===== src/rtl/axi_wr_arbiter.sv =====
// axi_wr_arbiter
//   Two-channel write-side arbiter between the per-camera write FIFOs (FWFT,
//   clk domain) and the AXI write master. Grants bursts round-robin when a
//   FIFO holds at least one full burst, keeps a per-channel DDR burst address
//   with frame restart and wrap-around, and muxes the granted FIFO onto the
//   master's write-data input.
//
//   Optional feature macro: WR_PINGPANG_EN
//     When defined, each channel alternates between two frame banks
//     (bank 1 = bank 0 + PP_OFFSET) while the pingpang input is high, and
//     wr_bank_x reports the last completed bank. When undefined, the bank
//     base is always wr_beg_addr_x, wr_bank_x is 0 and pingpang is unused.
//
//   Ports
//     clk, rst_n                   clock, asynchronous active-low reset
//     pingpang                     runtime ping-pong enable
//     wr_beg_addr_x, wr_end_addr_x channel start / exclusive wrap address
//     wr_burst_len                 AXI length code (beats = len + 1)
//     wr_load_x                    frame-start pulse
//     fifo_cnt_x, fifo_dout_x      FIFO fill level and FWFT data
//     fifo_rd_en_x                 FIFO read strobe
//     axi_wr_ready/start/addr/len  burst request handshake to the master
//     axi_wr_data                  muxed write data
//     axi_writing, axi_wr_done     beat handshake and burst-complete pulse
//     wr_bank_x                    last fully written bank per channel
module axi_wr_arbiter #(
  parameter int unsigned AXI_WIDTH = 256,
  parameter int unsigned CNT_W     = 10,
  parameter logic [28:0] PP_OFFSET = 29'h0080_0000
) (
  input  logic                 clk,
  input  logic                 rst_n,
  input  logic                 pingpang,
  input  logic [28:0]          wr_beg_addr_1,
  input  logic [28:0]          wr_beg_addr_2,
  input  logic [28:0]          wr_end_addr_1,
  input  logic [28:0]          wr_end_addr_2,
  input  logic [7:0]           wr_burst_len,
  input  logic                 wr_load_1,
  input  logic                 wr_load_2,
  input  logic [CNT_W-1:0]     fifo_cnt_1,
  input  logic [CNT_W-1:0]     fifo_cnt_2,
  input  logic [AXI_WIDTH-1:0] fifo_dout_1,
  input  logic [AXI_WIDTH-1:0] fifo_dout_2,
  output logic                 fifo_rd_en_1,
  output logic                 fifo_rd_en_2,
  input  logic                 axi_wr_ready,
  output logic                 axi_wr_start,
  output logic [28:0]          axi_wr_addr,
  output logic [7:0]           axi_wr_len,
  output logic [AXI_WIDTH-1:0] axi_wr_data,
  input  logic                 axi_writing,
  input  logic                 axi_wr_done,
  output logic                 wr_bank_1,
  output logic                 wr_bank_2
);

  localparam int unsigned BYTES = AXI_WIDTH / 8;
  localparam int unsigned CMP_W = (CNT_W > 9) ? CNT_W : 9;

  typedef enum logic [1:0] {IDLE, START, BURST} state_t;

  state_t      state;
  logic        sel;        // granted channel: 0 = channel 1, 1 = channel 2
  logic        prio;       // preferred channel when both are eligible
  logic        init_done;
  logic [28:0] cur_addr [2];
  logic [1:0]  bank;
  logic [1:0]  pend;
  logic [1:0]  wr_bank_r;

  logic [28:0] beg_addr [2];
  logic [28:0] end_addr [2];
  logic [28:0] cur_base [2];
  logic [28:0] load_base [2];
  logic [28:0] next_addr [2];
  logic [28:0] gnt_addr [2];
  logic [1:0]  load, elig, granted, done_hit, bank_nxt;
  logic [CMP_W-1:0] need;
  logic [28:0] burst_bytes;
  logic [28:0] bank_off;
  logic        pp_on;
  logic        gnt_ch;

`ifdef WR_PINGPANG_EN
  assign pp_on    = pingpang;
  assign bank_off = PP_OFFSET;
`else
  logic unused_pp;
  assign pp_on     = 1'b0;
  assign bank_off  = '0;
  assign unused_pp = pingpang ^ (|PP_OFFSET);
`endif

  always_comb begin
    beg_addr[0] = wr_beg_addr_1;
    beg_addr[1] = wr_beg_addr_2;
    end_addr[0] = wr_end_addr_1;
    end_addr[1] = wr_end_addr_2;
    load        = {wr_load_2, wr_load_1};
    need        = CMP_W'(wr_burst_len) + CMP_W'(1);
    elig[0]     = CMP_W'(fifo_cnt_1) >= need;
    elig[1]     = CMP_W'(fifo_cnt_2) >= need;
    gnt_ch      = elig[1] && (!elig[0] || prio);
    burst_bytes = (29'(axi_wr_len) + 29'd1) * 29'(BYTES);
    for (int unsigned i = 0; i < 2; i++) begin
      bank_nxt[i]  = pp_on & ~bank[i];
      cur_base[i]  = beg_addr[i] + (bank[i] ? bank_off : '0);
      load_base[i] = beg_addr[i] + (bank_nxt[i] ? bank_off : '0);
      next_addr[i] = cur_addr[i] + burst_bytes;
      granted[i]   = (state != IDLE) && (sel == 1'(i));
      done_hit[i]  = (state == BURST) && axi_wr_done && (sel == 1'(i));
      // A frame start arriving on the grant cycle must already steer this burst.
      gnt_addr[i]  = load[i] ? load_base[i] : cur_addr[i];
    end
  end

  always_ff @(posedge clk or negedge rst_n) begin
    if (!rst_n) begin
      state        <= IDLE;
      sel          <= 1'b0;
      prio         <= 1'b0;
      init_done    <= 1'b0;
      bank         <= '0;
      pend         <= '0;
      wr_bank_r    <= '0;
      axi_wr_start <= 1'b0;
      axi_wr_addr  <= '0;
      axi_wr_len   <= '0;
      for (int unsigned i = 0; i < 2; i++) cur_addr[i] <= '0;
    end else begin
      axi_wr_start <= 1'b0;
      init_done    <= 1'b1;

      // Per-channel address: a frame start during the channel's own burst is
      // deferred to burst completion, where it overrides increment and wrap.
      for (int unsigned i = 0; i < 2; i++) begin
        if (!init_done) begin
          cur_addr[i] <= beg_addr[i];
        end else if (done_hit[i]) begin
          pend[i] <= 1'b0;
          if (pend[i] || load[i]) begin
            cur_addr[i] <= load_base[i];
            bank[i]     <= bank_nxt[i];
            if (pp_on) wr_bank_r[i] <= bank[i];
          end else if (next_addr[i] >= end_addr[i]) begin
            cur_addr[i] <= cur_base[i];
          end else begin
            cur_addr[i] <= next_addr[i];
          end
        end else if (load[i]) begin
          if (granted[i]) begin
            pend[i] <= 1'b1;
          end else begin
            cur_addr[i] <= load_base[i];
            bank[i]     <= bank_nxt[i];
            if (pp_on) wr_bank_r[i] <= bank[i];
          end
        end
      end

      case (state)
        IDLE: begin
          if (init_done && (elig != 2'b00)) begin
            sel         <= gnt_ch;
            axi_wr_addr <= gnt_addr[gnt_ch];
            axi_wr_len  <= wr_burst_len;
            state       <= START;
          end
        end
        START: begin
          if (axi_wr_ready) begin
            axi_wr_start <= 1'b1;
            state        <= BURST;
          end
        end
        BURST: begin
          if (axi_wr_done) begin
            prio  <= ~sel;
            state <= IDLE;
          end
        end
        default: state <= IDLE;
      endcase
    end
  end

  assign fifo_rd_en_1 = (state == BURST) && !sel && axi_writing;
  assign fifo_rd_en_2 = (state == BURST) &&  sel && axi_writing;
  assign axi_wr_data  = sel ? fifo_dout_2 : fifo_dout_1;
  assign wr_bank_1    = wr_bank_r[0];
  assign wr_bank_2    = wr_bank_r[1];

endmodule


===== config.mk =====
export PLATFORM = sky130hd
export DESIGN_NAME = axi_wr_arbiter
export DESIGN_NICKNAME = d
export VERILOG_FILES = /design/src/rtl/axi_wr_arbiter.sv
export SDC_FILE = /design/constraint.sdc
export NUM_CORES = 1
export LEC_CHECK = 0
export ABC_AREA = 1
export CAP_MARGIN = 20
export CORE_AREA = 2 2 371 373
export CTS_BUF_LIST = sky130_fd_sc_hd__clkbuf_16
export CTS_CLUSTER_DIAMETER = 150
export DETAILED_ROUTE_END_ITERATION = 16
export DIE_AREA = 0 0 373 375
export PLACE_DENSITY = 0.36
export SYNTH_ARGS = -nofsm -noshare
export SYNTH_HDL_FRONTEND = slang
export SYNTH_SLANG_ARGS = --single-unit

===== constraint.sdc =====
create_clock -name clk -period 3.3 [get_ports clk]
set_clock_uncertainty 0.1 [all_clocks]
set_input_delay 0.495 -clock clk [delete_from_list [all_inputs] [get_ports clk]]
set_output_delay 0.495 -clock clk [all_outputs]
set_load 0.05 [all_outputs]

==> impl_metrics.json <==
{
  "status": "complete, but fails checks",
  "violations": "negative setup slack",
  "cts_tree": "built",
  "finalMaxSlewViolations": 0,
  "drc": 0,
  "cts_root_buf": "clkbuf_16",
  "chipHeight_um": 375,
  "total_power_mw": 29.1,
  "synth_edf_count": 0,
  "pre_cts_slack_ns": -0.968,
  "synthCells": 2220,
  "r2r-end": "cur_addr[25]",
  "fmax_mhz": 245,
  "p_per_area_mw_per_mm2": 913,
  "die_w_um": 373,
  "finalSetupViolCount": 58,
  "drtIter0Drc": 1319,
  "fin_area_mm2": 0.0319,
  "avgRoutedWirePerCell_um": 32.2,
  "clk_latency_ns": 0.38,
  "drt_wl_total_um": 168000,
  "h-tree-depth": 3,
  "clk_pin_slew_ns": 0.09,
  "power_frac_seq": 0.080,
  "combPwrFrac": 0.881,
  "peakVddDrop_v": 0.000486,
  "worstSetupPathType": "flop to flop",
  "yosys_most_used_dff": "dfrtp_1",
  "avgSynthCellArea_um2": 5.63,
  "crit_slowest_cell": "dfrtp_2",
  "rsz0062_at_grt": "yes",
  "via_per_inst": 3.87,
  "start_util": 0.0916,
  "cpPeakStageDelay_ns": 0.42,
  "dr.pass1.iters": 5,
  "cpMostUsedCell": "buf_6",
  "rows": 136,
  "final_cell_mix": "1106 x nand2_1, 693 x clkdlybuf4s50_1, 284 x buf_12",
  "cts_buffers": 9,
  "max_cap_violations": 0,
  "netSwitchingFraction": 0.566,
  "tightest_slew_ns": 0.925,
  "grt_pass1_wl_um": 211000,
  "ant_nets": 0,
  "async_flop_share": 1.00,
  "critPathLaunchType": "flop",
  "p_switching_mw": 16.5,
  "die_area_mm2": 0.140,
  "end_kind": "flop",
  "max_slew_margin": 0.382,
  "gp_congestion": 0.928,
  "hold_violations": 0,
  "coreArea_mm2": 0.136,
  "drive_above_1_share": 0.269,
  "grt_pass1_vias": 20762,
  "grtUsageTotal": 0.232,
  "layout_commonest_cell": "nand2_1",
  "cts_sinks": 103,
  "internal_power_mw": 12.6,
  "area_growth_pct": 156,
  "crit_arrival_ns": 4.24,
  "period_needed_ns": 4.08,
  "path_max_fanout": 4,
  "hp-class": "input port to asynchronous set/reset pin",
  "port_buffers": 958,
  "syn-cell-area_mm2": 0.0125,
  "vias": 20162,
  "antenna_found_initial": 159,
  "leakagePower_nw": 14.9,
  "overflow": 0,
  "utilization": 0.234,
  "post-dp-hpwl_um": 148000,
  "fin_hold_ws_ns": 0.0745,
  "r2r_setup_slack_ns": -0.78,
  "nets": 4135,
  "power_frac_clock": 0.039,
  "rr_worst_depth": 31,
  "ys_seq_area_frac": 0.206,
  "yosysWarningCount": 0,
  "required_ns": 3.46,
  "synth.ff_latch_count": 103,
  "grt_max_degree": 81,
  "setup_slack_ns": -0.780,
  "ys_types": 46,
  "place_area_mm2": 0.0285,
  "ios": 962,
  "worstReg2RegStart": "axi_wr_len[0]",
  "post-route-period-util": 1.24,
  "clock_path_buffers": 2
}
## worst max-delay path by stage
| stage | slack [ns] | start | endpoint | cells past startpoint |
|---|---|---|---|---|
| global placement | -0.94 | wr_burst_len[2] | axi_wr_addr[10] | 17 |
| floorplan | -0.42 | axi_wr_len[2] | cur_addr[34] | 25 |
| detailed placement | -0.97 | wr_burst_len[2] | axi_wr_addr[10] | 17 |
| CTS | -0.70 | axi_wr_len[1] | cur_addr[29] | 28 |
| global route | -1.02 | axi_wr_len[0] | cur_addr[3] | 31 |
| finish | -0.78 | axi_wr_len[0] | cur_addr[25] | 31 |
## stage by stage
step                setup TNS, ns  std cells
floorplan                  -22.76       2221
global placement           -77.16       5087
detailed placement         -81.59       5087
CTS                        -36.54       5160
global route               -52.53       5202
finish                     -36.97       5206
## repair_timing
| item | CTS | global route |
|---|---|---|
| cloned | 21 | 1 |
| resized for setup | 299 | 154 |
| endpoints found under the setup margin | 97 | 95 |
| pin swaps | 97 | 72 |
| hold buffers | 0 | 0 |
| buffers inserted | 43 | 16 |
## cells by family (layout without fill, tap and decap cells)
group                    count (synthesis)  in the layout  share of synthesized area
AND/OR/NAND/NOR                       1563           1564                      0.511
buffers and inverters                  282           1438                     0.0879
AO/OA/AOI/OAI                          107            107                     0.0465
flip-flops                             103            103                      0.206
adder cells (fa/ha/maj)                 98             98                     0.0994
XOR/XNOR                                42             42                     0.0294
multiplexers                            23             23                     0.0184
other                                    2             37                   0.000601
## per-layer routing
metal  routed length (µm)  GRT usage
met5                   54          0
met2                89400      0.444
met4                 7630     0.0841
met3                15700     0.0820
met1                54700      0.227
## final cells by class
class	instances	area (µm²)
fill	15002	104000
timing repair buffer	1248	15200
multi-input combinational	1837	10900
sequential	103	2590
tap	1794	2240
inverter	174	668
clock buffer	9	225
antenna	34	85.1
clock inverter	7	62.6
## flip-flops by register name, summed over array words and instances, names as in the netlist
register,cells
axi_wr_start,1
axi_wr_addr,29
axi_wr_len,8
sel,1
cur_addr,58
init_done,1
state,2
prio,1
pend,2
## synthesized netlist by cell type (4+ instances only)
cell,number,area (µm²)
xor2_1,36,315
xnor2_1,6,52.6
ha_1,96,1200
buf_1,5,18.8
mux2i_1,23,230
nor3_1,13,65.1
inv_1,172,646
nor2_1,73,274
nand3_1,240,1200
or2_2,4,25.0
nand3b_1,11,82.6
a21o_1,7,52.6
buf_2,17,85.1
nand2_1,1176,4410
nand4_1,28,175
o21ai_0,41,205
clkbuf_1,82,308
a21oi_1,45,225
dfrtp_1,103,2580
## worst max-delay path: cells and delay by family (launching register included)
family / cells / cell delay [ns]
fa+ha+maj: 1 / 0.31
flops: 1 / 0.42
simple gates: 13 / 1.17
compound gates: 1 / 0.19
xor+xnor: 1 / 0.15
buf+inv: 15 / 1.62
## power groups by stage
stage / Combinational [mW] / Sequential (mW) / Clock, mW
after detailed placement: 23.8 / 2.34 / 0
after CTS: 25.2 / 2.33 / 1.18
final: 25.7 / 2.33 / 1.15
after global placement: 23.8 / 2.34 / 0
after global routing: 27.1 / 2.41 / 1.22
after floorplan: 9.70 / 2.91 / 0
Power figures use the tool's default switching activity.
